===== src/rtl/wb_axis_out_pkg.sv =====
// Shared constants, status layout and FSM encoding for the Wishbone-to-AXI-Stream
// output bridge (return path of the user-project FIR datapath).
package wb_axis_out_pkg;

    localparam logic [7:0] WIN_BASE = 8'h30;
    localparam logic [7:0] OFS_DATA = 8'h84;
    localparam logic [7:0] OFS_LEN  = 8'h14;
    localparam logic [7:0] OFS_STAT = 8'h8C;

    localparam int ST_EMPTY  = 0;
    localparam int ST_FULL   = 1;
    localparam int ST_LAST   = 2;
    localparam int ST_ERR    = 3;
    localparam int ST_CNT_LO = 8;
    localparam int ST_CNT_HI = 12;

    typedef enum logic [1:0] {
        S_IDLE     = 2'd0,
        S_REG_ACK  = 2'd1,
        S_POP_WAIT = 2'd2
    } state_e;

    function automatic logic in_window(input logic [31:0] adr);
        return (adr[31:24] == WIN_BASE);
    endfunction

endpackage


===== src/rtl/wb_axis_out_fifo.sv =====
// Synchronous circular FIFO with occupancy count; pointers wrap modulo DEPTH,
// which must be a power of two.
module wb_axis_out_fifo
    import wb_axis_out_pkg::*;
#(
    parameter int WIDTH = 33,
    parameter int DEPTH = 4
) (
    input  logic                       wb_clk_i,
    input  logic                       wb_rst_ni,
    input  logic                       push,
    input  logic                       pop,
    input  logic [WIDTH-1:0]           din,
    output logic [WIDTH-1:0]           dout,
    output logic                       full,
    output logic                       empty,
    output logic [$clog2(DEPTH):0]     count
);

    localparam int PTR_W = $clog2(DEPTH);
    localparam int CNT_W = PTR_W + 1;

    logic [WIDTH-1:0] mem_r [DEPTH];
    logic [PTR_W-1:0] wr_ptr_r;
    logic [PTR_W-1:0] rd_ptr_r;
    logic [CNT_W-1:0] count_r;
    logic             do_push_s;
    logic             do_pop_s;

    assign full      = (count_r == CNT_W'(DEPTH));
    assign empty     = (count_r == {CNT_W{1'b0}});
    assign count     = count_r;
    assign dout      = mem_r[rd_ptr_r];
    assign do_push_s = push & ~full;
    assign do_pop_s  = pop & ~empty;

    // Storage array write port.
    always_ff @(posedge wb_clk_i or negedge wb_rst_ni) begin
        if (!wb_rst_ni) begin
            for (int i = 0; i < DEPTH; i++) begin
                mem_r[i] <= {WIDTH{1'b0}};
            end
        end else if (do_push_s) begin
            mem_r[wr_ptr_r] <= din;
        end else begin
            mem_r[wr_ptr_r] <= mem_r[wr_ptr_r];
        end
    end

    // Read/write pointers and occupancy; a simultaneous push and pop leaves count unchanged.
    always_ff @(posedge wb_clk_i or negedge wb_rst_ni) begin
        if (!wb_rst_ni) begin
            wr_ptr_r <= {PTR_W{1'b0}};
            rd_ptr_r <= {PTR_W{1'b0}};
            count_r  <= {CNT_W{1'b0}};
        end else begin
            if (do_push_s) begin
                wr_ptr_r <= wr_ptr_r + PTR_W'(1);
            end
            if (do_pop_s) begin
                rd_ptr_r <= rd_ptr_r + PTR_W'(1);
            end
            case ({do_push_s, do_pop_s})
                2'b10:   count_r <= count_r + CNT_W'(1);
                2'b01:   count_r <= count_r - CNT_W'(1);
                default: count_r <= count_r;
            endcase
        end
    end

endmodule


===== src/rtl/wb_axis_out_bridge.sv =====
// Wishbone slave that drains FIR output samples from an AXI-Stream sink FIFO and
// exposes frame length, status and sticky frame-check flags.
module wb_axis_out_bridge
    import wb_axis_out_pkg::*;
#(
    parameter int pDATA_WIDTH = 32,
    parameter int pDEPTH      = 4
) (
    input  logic                   wb_clk_i,
    input  logic                   wb_rst_ni,
    input  logic                   wbs_stb_i,
    input  logic                   wbs_cyc_i,
    input  logic                   wbs_we_i,
    input  logic [3:0]             wbs_sel_i,
    input  logic [31:0]            wbs_adr_i,
    input  logic [31:0]            wbs_dat_i,
    output logic                   wbs_ack_o,
    output logic [31:0]            wbs_dat_o,
    input  logic                   sm_tvalid,
    input  logic [pDATA_WIDTH-1:0] sm_tdata,
    input  logic                   sm_tlast,
    output logic                   sm_tready
);

    localparam int CNT_W = $clog2(pDEPTH) + 1;

    state_e                 state_r;
    state_e                 state_nxt_s;
    logic [7:0]             ofs_r;
    logic                   we_r;
    logic [31:0]            wdat_r;
    logic [31:0]            data_len_r;
    logic [31:0]            rx_cnt_r;
    logic                   last_seen_r;
    logic                   tlast_err_r;
    logic                   hit_s;
    logic                   bus_held_s;
    logic                   push_s;
    logic                   pop_s;
    logic                   reg_wr_s;
    logic                   stat_clr_s;
    logic                   frame_mismatch_s;
    logic [pDATA_WIDTH:0]   fifo_dout_s;
    logic                   full_s;
    logic                   empty_s;
    logic [CNT_W-1:0]       count_s;
    logic [31:0]            status_s;
    logic [31:0]            rd_data_s;
    logic                   unused_s;

    assign bus_held_s       = wbs_cyc_i & wbs_stb_i;
    assign hit_s            = bus_held_s & in_window(wbs_adr_i);
    assign sm_tready        = ~full_s;
    assign push_s           = sm_tvalid & sm_tready;
    assign pop_s            = (state_r == S_POP_WAIT) & bus_held_s & ~empty_s;
    assign reg_wr_s         = (state_r == S_REG_ACK) & we_r;
    assign stat_clr_s       = reg_wr_s & (ofs_r == OFS_STAT);
    assign frame_mismatch_s = sm_tlast ^ (rx_cnt_r == (data_len_r - 32'd1));
    assign unused_s         = ^{wbs_sel_i, wbs_adr_i[23:8], fifo_dout_s[pDATA_WIDTH]};

    wb_axis_out_fifo #(
        .WIDTH (pDATA_WIDTH + 1),
        .DEPTH (pDEPTH)
    ) u_fifo (
        .wb_clk_i  (wb_clk_i),
        .wb_rst_ni (wb_rst_ni),
        .push      (push_s),
        .pop       (pop_s),
        .din       ({sm_tlast, sm_tdata}),
        .dout      (fifo_dout_s),
        .full      (full_s),
        .empty     (empty_s),
        .count     (count_s)
    );

    // Next-state decode; a dropped strobe in POP_WAIT abandons the pop.
    always_comb begin
        state_nxt_s = state_r;
        case (state_r)
            S_IDLE: begin
                if (hit_s) begin
                    if ((wbs_adr_i[7:0] == OFS_DATA) && !wbs_we_i) begin
                        state_nxt_s = S_POP_WAIT;
                    end else begin
                        state_nxt_s = S_REG_ACK;
                    end
                end else begin
                    state_nxt_s = S_IDLE;
                end
            end
            S_REG_ACK: state_nxt_s = S_IDLE;
            S_POP_WAIT: begin
                if (!bus_held_s || !empty_s) begin
                    state_nxt_s = S_IDLE;
                end else begin
                    state_nxt_s = S_POP_WAIT;
                end
            end
            default: state_nxt_s = S_IDLE;
        endcase
    end

    // FSM state and the request captured when it is accepted.
    always_ff @(posedge wb_clk_i or negedge wb_rst_ni) begin
        if (!wb_rst_ni) begin
            state_r <= S_IDLE;
            ofs_r   <= 8'h00;
            we_r    <= 1'b0;
            wdat_r  <= 32'h0;
        end else begin
            state_r <= state_nxt_s;
            if ((state_r == S_IDLE) && hit_s) begin
                ofs_r  <= wbs_adr_i[7:0];
                we_r   <= wbs_we_i;
                wdat_r <= wbs_dat_i;
            end
        end
    end

    // Frame length register, beat counter and sticky flags; a new tlast beats a same-cycle clear.
    always_ff @(posedge wb_clk_i or negedge wb_rst_ni) begin
        if (!wb_rst_ni) begin
            data_len_r  <= 32'h0;
            rx_cnt_r    <= 32'h0;
            last_seen_r <= 1'b0;
            tlast_err_r <= 1'b0;
        end else begin
            if (reg_wr_s && (ofs_r == OFS_LEN)) begin
                data_len_r <= wdat_r;
            end
            if (push_s) begin
                rx_cnt_r <= sm_tlast ? 32'h0 : (rx_cnt_r + 32'd1);
            end
            if (push_s && sm_tlast) begin
                last_seen_r <= 1'b1;
            end else if (stat_clr_s && wdat_r[ST_LAST]) begin
                last_seen_r <= 1'b0;
            end
            if (push_s && frame_mismatch_s) begin
                tlast_err_r <= 1'b1;
            end else if (stat_clr_s && wdat_r[ST_ERR]) begin
                tlast_err_r <= 1'b0;
            end
        end
    end

    // Status word assembly.
    always_comb begin
        status_s                      = 32'h0;
        status_s[ST_EMPTY]            = empty_s;
        status_s[ST_FULL]             = full_s;
        status_s[ST_LAST]             = last_seen_r;
        status_s[ST_ERR]              = tlast_err_r;
        status_s[ST_CNT_HI:ST_CNT_LO] = 5'(count_s);
    end

    // Read data mux; the bus sees zero whenever no ack is presented.
    always_comb begin
        rd_data_s = 32'h0;
        if ((state_r == S_REG_ACK) && !we_r) begin
            case (ofs_r)
                OFS_LEN:  rd_data_s = data_len_r;
                OFS_STAT: rd_data_s = status_s;
                default:  rd_data_s = 32'h0;
            endcase
        end else if (pop_s) begin
            rd_data_s = 32'(fifo_dout_s[pDATA_WIDTH-1:0]);
        end else begin
            rd_data_s = 32'h0;
        end
    end

    assign wbs_ack_o = (state_r == S_REG_ACK) | pop_s;
    assign wbs_dat_o = rd_data_s;

endmodule


===== config.mk =====
export PLATFORM = sky130hd
export DESIGN_NAME = wb_axis_out_bridge
export DESIGN_NICKNAME = d
export VERILOG_FILES = /design/src/rtl/wb_axis_out_pkg.sv /design/src/rtl/wb_axis_out_fifo.sv /design/src/rtl/wb_axis_out_bridge.sv
export SDC_FILE = /design/constraint.sdc
export NUM_CORES = 1
export LEC_CHECK = 0
export BUFFER_PORTS_ARGS = -buffer_cell sky130_fd_sc_hd__buf_2
export CAP_MARGIN = 20
export CORE_UTILIZATION = 30
export CTS_BUF_LIST = sky130_fd_sc_hd__clkbuf_4
export DETAILED_ROUTE_END_ITERATION = 7
export PLACE_DENSITY_LB_ADDON = 0.05
export SYNTH_ARGS = -nofsm -noshare
export SYNTH_HDL_FRONTEND = slang
export SYNTH_SLANG_ARGS = --single-unit

===== constraint.sdc =====
create_clock -name wb_clk_i -period 3.45 [get_ports wb_clk_i]
set_clock_uncertainty 0.05 [all_clocks]
set_input_delay 0.69 -clock wb_clk_i [delete_from_list [all_inputs] [get_ports wb_clk_i]]
set_output_delay 0.69 -clock wb_clk_i [all_outputs]
set_load 0.02 [all_outputs]

==> flow_summary_export.csv, run 1 <==
group,metric,value,unit
clock_tree,cts.sinks,244,
floorplanning,ios,141,
status,status,"finished clean",
critical_path,crit_path_end_kind,"output port",
route,detail-route-antenna-nets,0,
sta,worst_pin_slew,0.870,ns
floorplanning,start_util,30.5,%
critical_path,cp_slowest_cell,"or4b_4",
sta,tns,0,ns
critical_path,crit_path_end,"wbs_dat_o[20]",
clock_tree,cts-buffers-inserted,76,
clock_tree,clockBufferDepth,3,
critical_path,cp_data_required_time,2.71,ns
critical_path,cp.depth,7,
synth,synth_cell_types,67,
power_and_ir_drop,total_leakage_power,6.78,nW
hold_path,hold_path.class,"primary input to flip-flop",
route,drt-initial-drc-count,514,
floorplanning,coreArea,42100,µm²
synth,synthCells,1161,
sta,rsz0062_at_grt,"yes",
grt,grt_pass1_vias,10000,
synth,synth_ff_type,"dfrtp_1",
critical_path,r2r_end,"tlast_err_r",
sta,slew_viol_final,0,
critical_path,r2r_slack,0.21,ns
clock_tree,path_clk_slew,0.06,ns
critical_path,reg2regPathDepth,9,
synth,synth_seq_cells,244,
route,vias_per_cell,5.11,
critical_path,slowest_delay,0.57,ns
cells_and_area,fin_util,36.9,%
critical_path,crit_type,"flip-flop to output port",
place,portBuffers,120,
sta,hold_slack,0.133,ns
critical_path,cp-start-kind,"flip-flop",
cells_and_area,seq_area,6110,µm²
clock_tree,cts_tree,"done",
critical_path,path_cells,"or4b_4, nor4_4, and2_4, buf_12, buf_16, a22o_1, buf_6",
cells_and_area,area_delta_synth_final,21.1,%
critical_path,cp-startpoint,"ofs_r[1]",
synth,syn_avg_cell_area,11.1,µm²
route,firstDrtPassIters,7,
synth,yosysWarnings,0,
synth,synthArstFlopShare,100,%
synth,netlist_area,12900,µm²
grt,grt.overflow.total,0,
sta,fin_crit_sh,97.7,%
critical_path,critPathTopFamily,"simple AND/OR/NAND/NOR gates",
power_and_ir_drop,ir_drop,0.298,mV
grt,grt_max_degree,77,
cells_and_area,drive_gt1_share,33.2,%
floorplanning,die_w,209,µm
synth,synth_edf_count,0,
clock_tree,cts-root-buf,"clkbuf_4",
cells_and_area,multi_input_area,6510,µm²
synth,synth_top_cells_by_count,"244 x dfrtp_1, 173 x nor2_1, 136 x a21oi_1, 71 x mux2_2, 66 x clkbuf_1",
synth,synthTopCellsByArea,"dfrtp_1 47%, mux4_2 11%, mux2_2 6.2%",
synth,ys_seq_area_share,47.5,%
critical_path,worstPathMaxFanout,8,
floorplanning,fp.dieArea,43700,µm²
sta,fmax,0.297,GHz
route,wl_per_cell,20.4,µm
job,maxCapViolCount,0,
sta,setup_violations,0,
critical_path,r2r-start,"data_len_r[2]",
grt,grt_first_pass_wirelength,60.6,mm
synth,synth_nets,1276,
cells_and_area,fill_cells,4222,
clock_tree,htree_num_levels,3,
synth,yosys.area.top_type,"dfrtp_1",
floorplanning,die-height,209,µm
place,gp_congestion,0.772,
critical_path,critical_path_arrival,2.63,ns
route,drc,0,
place,hpwl,25.8,mm
critical_path,cp_num_buf_inv,3,
floorplanning,fp-row-count,75,
grt,grt_util_all_layers,18.4,%
clock_tree,worstSkewPairLatency,0.76,ns
power_and_ir_drop,p_per_area,662,nW/µm²
route,drt-total-wl,38.8,mm
route,num_vias,9723,
sta,period_needed,3.37,ns
synth,synth_top_area_share,47.5,%
grt,antenna_found_initial,2,
synth,synth_most_common_cell,"dfrtp_1",
sta,maxSlewHeadroom,40.5,%
cells_and_area,final_nets,1439,
sta,finalHoldViolations,0,
==> cell type report <==
cell class,count,share of cell area (%)
multi-input combinational,817,41.8
sequential,244,39.3
timing repair buffer,169,8.69
clock buffer,100,4.82
tap,539,4.33
clock inverter,15,0.627
inverter,16,0.386
antenna,4,0.0643
==> power breakdown <==
| group | switching [mW] | internal (mW) | leakage (nW) |
|---|---|---|---|
| logic | 1.86 | 1.55 | 3.36 |
| registers | 0.593 | 3.60 | 2.92 |
| clock network | 1.29 | 1.40 | 0.490 |
| total | 3.75 | 6.55 | 6.78 |
==> placed cells by master (no fill, tap or decap), types with 4 or more instances in the layout <==
master,instances
clkinv_1,10
and3_1,12
diode_2,4
buf_2,87
a22o_1,20
xnor2_1,33
a22o_4,5
buf_12,12
nor3b_1,4
clkinvlp_4,4
and4_1,6
nor4_1,6
dfrtp_1,242
o21ai_0,16
xor2_1,34
nor3_1,19
inv_1,15
nand2_4,5
nor4b_1,5
mux2_2,71
a22oi_1,10
nand2_2,5
buf_6,27
buf_4,39
mux2i_1,34
a21oi_1,136
clkbuf_4,100
ha_2,4
nand4_1,14
nand3_1,16
nor2_1,173
nand2b_1,8
mux4_2,64
o31ai_1,5
nand2_1,36
nor2b_1,4
or4_1,6
==> what timing repair did <==
action                                 in CTS  in global routing
gates resized for setup                    62                 28
endpoints found under the hold margin      72                  0
pin swaps                                  14                  2
gates cloned                                2                  0
setup endpoints to repair                  32                 28
hold buffers                                1                  0
setup buffers                               1                  0
==> how the worst min path moves through the flow <==
stage | startpoint | end | cells after the start
2_1_floorplan | wb_rst_ni | data_len_r[0] | 0
3_3_place_gp | wdat_r[15] | data_len_r[15] | 1
3_5_place_dp | wdat_r[15] | data_len_r[15] | 1
4_1_cts | wbs_dat_i[31] | wdat_r[31] | 2
5_1_grt | wbs_dat_i[6] | wdat_r[6] | 2
6_report | wbs_dat_i[6] | wdat_r[6] | 2
==> through the flow <==
| step | setup slack (ns) | cells | area (µm²) | total power, mW |
|---|---|---|---|---|
| after CTS | -0.0352 | 1900 | 15500 | 10.5 |
| after detailed placement | 0.314 | 1781 | 14300 | 7.71 |
| after floorplan | 0.410 | 1161 | 12900 | 6.56 |
| after global routing | -0.0766 | 1904 | 15600 | 11.1 |
| final | 0.0792 | 1904 | 15600 | 10.3 |
| after global placement | 0.284 | 1781 | 14300 | 7.65 |
==> flip-flops by register name, indices dropped and copies added, names as in the netlist <==
signal	flops
last_seen_r	1
ofs_r	8
rx_cnt_r	32
wdat_r	32
data_len_r	32
state_r	2
tlast_err_r	1
u_fifo.wr_ptr_r	2
we_r	1
u_fifo.mem_r	128
u_fifo.count	3
u_fifo.rd_ptr_r	2
==> layer usage <==
layer  part of all wire, %  track usage (%)  wire, µm  vias up
met4                   2.7             6.69      1050        0
met5                     0                0         0        -
met3                   3.6             3.61      1410       74
met2                    48             29.7     18800      189
li1                      -                -         -     4585
met1                    45             24.3     17500     4875
==> cells by family (layout without fill, tap and decap cells) <==
group / after synthesis / after routing / synth area share, %
simple gates: 351 / 351 / 13.6
flops: 244 / 244 / 47.5
compound gates: 222 / 222 / 10.4
mux: 169 / 169 / 20.1
buf+inv: 100 / 300 / 3.03
xor+xnor: 67 / 67 / 4.56
fa+ha+maj: 8 / 8 / 0.837
other cells: 0 / 4 / 0
Note: power is estimated with default switching activity, not from simulation.
==> run 2, diff against run 1 <==
- ABC_AREA: not set -> 1
==> run 2 against run 1 <==
Worst hold slack worse by 0.022 ns. Core utilization down 1.6 points. Clock power up 11%. Total power up 7.8%.
==> flow_summary_export.csv, run 2 <==
group,metric,value,unit
cells_and_area,drive_gt1_share,20.7,%
sta,maxSlewHeadroom,49.6,%
floorplanning,fp-row-count,80,
synth,synth_top_cells_by_count,"265 x o21ai_0, 261 x inv_1, 254 x nand2_1, 244 x dfrtp_1, 205 x nand3_1",
synth,muxShareOfSynthArea,0,%
synth,synth-adder-area-share,0.739,%
synth,synth_seq_cells,244,
clock_tree,cts.sinks,244,
critical_path,crit_path_end,"wbs_dat_o[31]",
cells_and_area,design_area,16900,µm²
synth,yosys.area_share.simple,24.5,%
hold_path,hold_path.class,"primary input to flip-flop",
route,drc,0,
floorplanning,die-height,222,µm
critical_path,critical_path_arrival,2.66,ns
route,wl_per_cell,18.2,µm
cells_and_area,fill_cells,5191,
synth,synthArstFlopShare,100,%
synth,synth-compound-area-share,20.4,%
clock_tree,htree_num_levels,3,
clock_tree,cts_tree,"done",
sta,rsz0062_at_grt,"yes",
power_and_ir_drop,power_frac_clock,26.9,%
floorplanning,coreArea,47800,µm²
synth,synth_most_common_cell,"o21ai_0",
sta,slew_viol_final,0,
power_and_ir_drop,p_per_area,656,nW/µm²
floorplanning,ios,141,
place,place_area,15900,µm²
synth,synth_top_area_share,41.9,%
grt,antenna_found_initial,3,
critical_path,r2r-start,"u_fifo.count[0]",
sta,period_needed,3.40,ns
floorplanning,start_util,30.4,%
power_and_ir_drop,p_switching,4.49,mW
critical_path,r2r_end,"u_fifo.count[2]",
critical_path,cp-start-kind,"flip-flop",
place,gp_congestion,0.823,
power_and_ir_drop,power.internal,6.61,mW
grt,grt_first_pass_wirelength,77.4,mm
power_and_ir_drop,ir_drop,0.405,mV
route,num_vias,13400,
clock_tree,cts-buffers-inserted,78,
synth,synthTopCellsByArea,"dfrtp_1 42%, o21ai_0 9.1%, nand3_1 7.0%",
cells_and_area,largest_register_ffs,128,
synth,synth_cell_types,54,
critical_path,cp-startpoint,"u_fifo.count[0]",
cells_and_area,top_register,"u_fifo.mem_r",
synth,synth_edf_count,0,
sta,setup_violations,0,
power_and_ir_drop,pwr-share-seq,37.9,%
synth,synth_top_family_by_area,"simple AND/OR/NAND/NOR gates",
synth,synthCells,1923,
place,portBuffers,120,
sta,fin_crit_sh,98.5,%
synth,yosysWarnings,0,
route,vias_per_cell,4.93,
job,maxCapViolCount,0,
synth,synth_nets,2038,
sta,fmax,0.294,GHz
grt,grt.overflow.total,0,
power_and_ir_drop,p_comb_share,35.2,%
cells_and_area,area_delta_synth_final,16.2,%
sta,worst_pin_slew,0.756,ns
grt,grt_pass1_vias,13400,
clock_tree,path_clk_slew,0.06,ns
critical_path,cp_data_required_time,2.71,ns
route,drt-total-wl,49.6,mm
critical_path,reg2regPathDepth,12,
synth,syn_avg_cell_area,7.57,µm²
synth,yosys.area.top_type,"dfrtp_1",
floorplanning,die_w,222,µm
grt,grt_util_all_layers,20.4,%
cells_and_area,final_cell_mix,"260 x inv_1, 260 x o21ai_0, 254 x nand2_1",
route,firstDrtPassIters,6,
power_and_ir_drop,total_leakage_power,8.18,nW
critical_path,worstPathMaxFanout,36,
critical_path,crit_type,"flip-flop to output port",
critical_path,crit_path_end_kind,"output port",
clock_tree,worstSkewPairLatency,0.80,ns
floorplanning,fp.dieArea,49400,µm²
sta,hold_slack,0.111,ns
synth,synth_ff_type,"dfrtp_1",
sta,finalHoldViolations,0,
power_and_ir_drop,netSwitchingFraction,40.5,%
cells_and_area,final_nets,2171,
synth,ys_seq_area_share,41.9,%
status,status,"finished clean",
synth,synth-xor-area-share,2.32,%
clock_tree,clockBufferDepth,3,
place,hpwl,33.4,mm
grt,grt_max_degree,80,
route,detail-route-antenna-nets,0,
clock_tree,cts-root-buf,"clkbuf_4",
critical_path,r2r_slack,1.01,ns
route,drt-initial-drc-count,812,
synth,netlist_area,14600,µm²
## run 2: cell count changes after synthesis, moves of 32 or more
cell,delta
mux2i_1,-34
nand3_1,+187
a21oi_2,+34
inv_1,+246
o21ai_0,+249
or2_2,+32
o21ai_1,+58
nor2_1,-46
o211ai_1,+33
nand2_1,+209
mux4_2,-64
mux2_2,-71
## run 2: final cells by class
class	instances	area [µm²]	area share, %
Sequential cell	244	6110	36.1
Timing Repair Buffer	152	1020	6.02
Clock inverter	11	71.3	0.422
Tap cell	615	769	4.55
Inverter	270	1020	6.03
Antenna cell	5	12.5	0.0740
Clock buffer	116	871	5.15
Multi-Input combinational cell	1310	7040	41.6
## run 2: how the worst min path moves through the flow
stage               cells after the start     startpoint            end  slack, ns
floorplan                               0      wb_rst_ni  data_len_r[0]       0.34
global placement                        2       ofs_r[6]       ofs_r[6]       0.42
detailed placement                      2       ofs_r[6]       ofs_r[6]       0.42
CTS                                     3  wbs_dat_i[12]     wdat_r[12]       0.03
global route                            3  wbs_dat_i[14]     wdat_r[14]       0.02
finish                                  3   wbs_dat_i[2]      wdat_r[2]       0.11
## run 2: power groups by stage
stage	Clock, mW	Sequential [mW]	Combinational (mW)
2_1_floorplan	0	4.06	2.88
3_3_place_gp	0	4.24	3.90
3_5_place_dp	0	4.24	3.93
4_1_cts	3.13	4.21	3.95
5_1_grt	3.27	4.32	4.52
6_report	2.98	4.21	3.91
## run 2: what timing repair did
| item | CTS | global route |
|---|---|---|
| pin swaps | 3 | 1 |
| setup endpoints to repair | 20 | 14 |
| hold buffers | 1 | 0 |
| endpoints found under the hold margin | 75 | 0 |
| gates resized for setup | 5 | 11 |
| buffers inserted | 2 | 0 |
| cloned | 1 | 0 |
## run 2: kinds of logic after synthesis
kind of cell / count (synthesis)
AND/OR/NAND/NOR: 730
AO/OA/AOI/OAI: 534
buffers and inverters: 370
flip-flops: 244
XOR/XNOR: 37
adder cells (fa/ha/maj): 8
## run 2: layer usage
metal | part of all wire (%) | GRT usage, % | vias to the layer above
met2 | 47 | 33.1 | 306
li1 | - | - | 6695
met4 | 3.7 | 8.83 | 0
met1 | 45 | 26.2 | 6303
met5 | 0 | 0 | -
met3 | 4.6 | 4.31 | 114
## run 2: through the flow
step / worst slack (ns) / cells / util [%] / TNS, ns / total power [mW]
floorplan: 0.867 / 1923 / - / 0 / 6.94
global placement: 0.599 / 2587 / 33.2 / 0 / 8.13
detailed placement: 0.595 / 2587 / 33.2 / 0 / 8.17
CTS: -0.0152 / 2718 / 35.2 / -0.0152 / 11.3
global route: -0.104 / 2723 / 35.4 / -0.657 / 12.1
finish: 0.0513 / 2723 / 35.4 / 0 / 11.1
## run 2: critical path: stages, from the launching register on
cell and delay (ns):
dfrtp_1 0.39, nor2_2 0.08, inv_1 0.07, nor2_1 0.04
buf_4 0.18, nor4_4 0.19, buf_12 0.28, o21ai_0 0.22
nand2_1 0.22, buf_2 0.20
==> run 3, diff against run 2 <==
- ABC_CLOCK_PERIOD_IN_PS: not set -> 2800
- clock period: 3.45 -> 2.8 ns (I/O delays scaled with it)
==> run 3 against run 2 <==
The flow now finishes with violations (negative setup slack). First-iteration DRC count grew 9.0%. Combinational power grew 31%. Non-clock buffer count grew 76. Largest cell class unchanged.
==> flow_summary_export.csv, run 3 (same netlist as run 2, synthesis figures left out) <==
group,metric,value,unit
sta,fmax,0.323,GHz
route,detail-route-antenna-nets,0,
cells_and_area,fin_util,38.1,%
grt,grt.overflow.total,0,
sta,finalHoldViolations,0,
clock_tree,worstSkewPairLatency,0.79,ns
place,gp_congestion,0.834,
sta,tns,-5.55,ns
cells_and_area,fill_cells,5115,
power_and_ir_drop,pwr-share-seq,37.3,%
cells_and_area,layout_commonest_cell,"inv_1",
critical_path,worstPathMaxFanout,12,
critical_path,r2r-start,"u_fifo.count[1]",
hold_path,hold_path.class,"primary input to flip-flop",
job,maxCapViolCount,0,
critical_path,cp_data_required_time,2.19,ns
floorplanning,fp.dieArea,49400,µm²
power_and_ir_drop,p_comb_share,37.2,%
power_and_ir_drop,p_per_area,757,nW/µm²
hold_path,hp-start,"sm_tdata[19]",
floorplanning,fp-row-count,80,
route,wl_per_cell,18.3,µm
power_and_ir_drop,netSwitchingFraction,40.6,%
grt,antenna_found_initial,1,
cells_and_area,final_nets,2248,
sta,hold_slack,0.101,ns
cells_and_area,largest_register_ffs,128,
grt,grt_pass1_vias,13800,
route,drt-total-wl,51.0,mm
power_and_ir_drop,p_switching,5.60,mW
place,portBuffers,120,
critical_path,crit_type,"flip-flop to output port",
sta,rsz0062_at_grt,"yes",
cells_and_area,design_area,18200,µm²
floorplanning,die-height,222,µm
cells_and_area,multi_input_area,7410,µm²
floorplanning,coreArea,47800,µm²
route,vias_per_cell,4.95,
cells_and_area,final_cells,2789,
critical_path,r2r_end,"u_fifo.count[2]",
critical_path,reg2regPathDepth,16,
critical_path,cp_num_buf_inv,3,
critical_path,r2r_slack,0.12,ns
sta,period_needed,3.10,ns
place,hpwl,33.3,mm
critical_path,critical_path_arrival,2.49,ns
grt,grt_first_pass_wirelength,79.5,mm
sta,fin_ws,-0.296,ns
clock_tree,cts-buffers-inserted,78,
grt,grt_util_all_layers,21.0,%
clock_tree,cts-root-buf,"clkbuf_4",
status,violations,"negative setup slack",
floorplanning,die_w,222,µm
cells_and_area,area_delta_synth_final,25.0,%
route,drc,0,
clock_tree,path_clk_slew,0.06,ns
cells_and_area,seq_area,6110,µm²
route,firstDrtPassIters,5,
hold_path,min_path_cells,4,
clock_tree,cts.sinks,244,
floorplanning,ios,141,
critical_path,critPathTopFamily,"buffers and inverters",
critical_path,slowest_delay,0.45,ns
sta,fin_crit_sh,111,%
hold_path,holdPathEnd,"u_fifo.mem_r[118]",
cells_and_area,final_cell_mix,"259 x inv_1, 244 x nand2_1, 244 x o21ai_0",
power_and_ir_drop,power_frac_clock,25.5,%
cells_and_area,drive_gt1_share,23.7,%
critical_path,cp-start-kind,"flip-flop",
route,num_vias,13800,
power_and_ir_drop,ir_drop,0.326,mV
clock_tree,clockBufferDepth,3,
sta,worst_pin_slew,0.765,ns
critical_path,crit_path_end_kind,"output port",
critical_path,cp_slowest_cell,"o211ai_1",
power_and_ir_drop,power.internal,8.18,mW
clock_tree,cts_tree,"done",
sta,maxSlewHeadroom,49.0,%
power_and_ir_drop,total_leakage_power,8.62,nW
route,drt-initial-drc-count,885,
sta,setup_violations,33,
critical_path,path_cells,"nor2_2, inv_1, nor4_4, buf_6, nand2_8, o211ai_1, buf_4",
grt,grt_max_degree,83,
sta,slew_viol_final,0,
place,place_area,16000,µm²
place,placed_cells,2597,
floorplanning,start_util,30.4,%
cells_and_area,top_register,"u_fifo.mem_r",
status,status,"finished, violations left",
clock_tree,htree_num_levels,3,
## run 3: metrics by stage
| stage | total power [mW] | setup WS (ns) |
|---|---|---|
| after global routing | 15.0 | -0.453 |
| after detailed placement | 10.1 | 0.195 |
| final | 13.8 | -0.296 |
| after global placement | 10.1 | 0.191 |
| after floorplan | 8.55 | 0.347 |
| after CTS | 13.9 | -0.424 |
## run 3: worst register-to-register path, stage by stage, from the launching register on
cell and delay (ns):
dfrtp_1 0.38, nor2_2 0.07, inv_2 0.07, nor2_4 0.04
buf_6 0.13, nor4_4 0.18, buf_6 0.20, buf_6 0.12
buf_12 0.15, buf_6 0.14, buf_4 0.11, ha_1 0.12
inv_1 0.08, fa_2 0.35, a21oi_2 0.14, o21ai_0 0.12
xnor2_1 0.14
## run 3: repair_timing
item                       4_1_cts  5_1_grt
pin swaps                        4       11
buffers inserted                11       11
hold buffers                    45        0
setup endpoints to repair       33       35
gates resized for setup        111       67
hold endpoints to repair        99        0
gates cloned                     5        2
## run 3: routing by layer
layer  vias up  track usage [%]  wire, µm
met1      6504             26.7     22800
met5         -                0         0
li1       6842                -         -
met4         0             10.4      1970
met2       349             34.2     24000
met3       108             3.89      2310
## run 3: worst max-delay path by stage
stage	depth (start not counted)	to	start
3_3_place_gp	9	wbs_dat_o[1]	u_fifo.count[0]
6_report	7	wbs_dat_o[3]	ofs_r[1]
5_1_grt	7	wbs_dat_o[3]	ofs_r[7]
3_5_place_dp	7	wbs_dat_o[1]	wbs_cyc_i
4_1_cts	10	wbs_dat_o[8]	u_fifo.count[1]
2_1_floorplan	6	wbs_dat_o[16]	ofs_r[1]
## run 3: power by group through the flow
stage / Combinational [mW] / Sequential [mW] / Clock, mW
final: 5.13 / 5.14 / 3.51
after global routing: 5.88 / 5.27 / 3.89
after CTS: 5.11 / 5.13 / 3.70
after detailed placement: 4.93 / 5.17 / 0
after global placement: 4.92 / 5.16 / 0
after floorplan: 3.54 / 5.00 / 0
## run 3: final cells by class
| class | instances | area share, % |
|---|---|---|
| clock inverters | 10 | 0.350 |
| multi-input cells | 1311 | 40.7 |
| flip-flops and latches | 244 | 33.6 |
| clock buffers | 110 | 4.53 |
| well taps | 615 | 4.23 |
| diodes | 1 | 0.0137 |
| repair buffers | 228 | 11.0 |
| inverters | 270 | 5.62 |
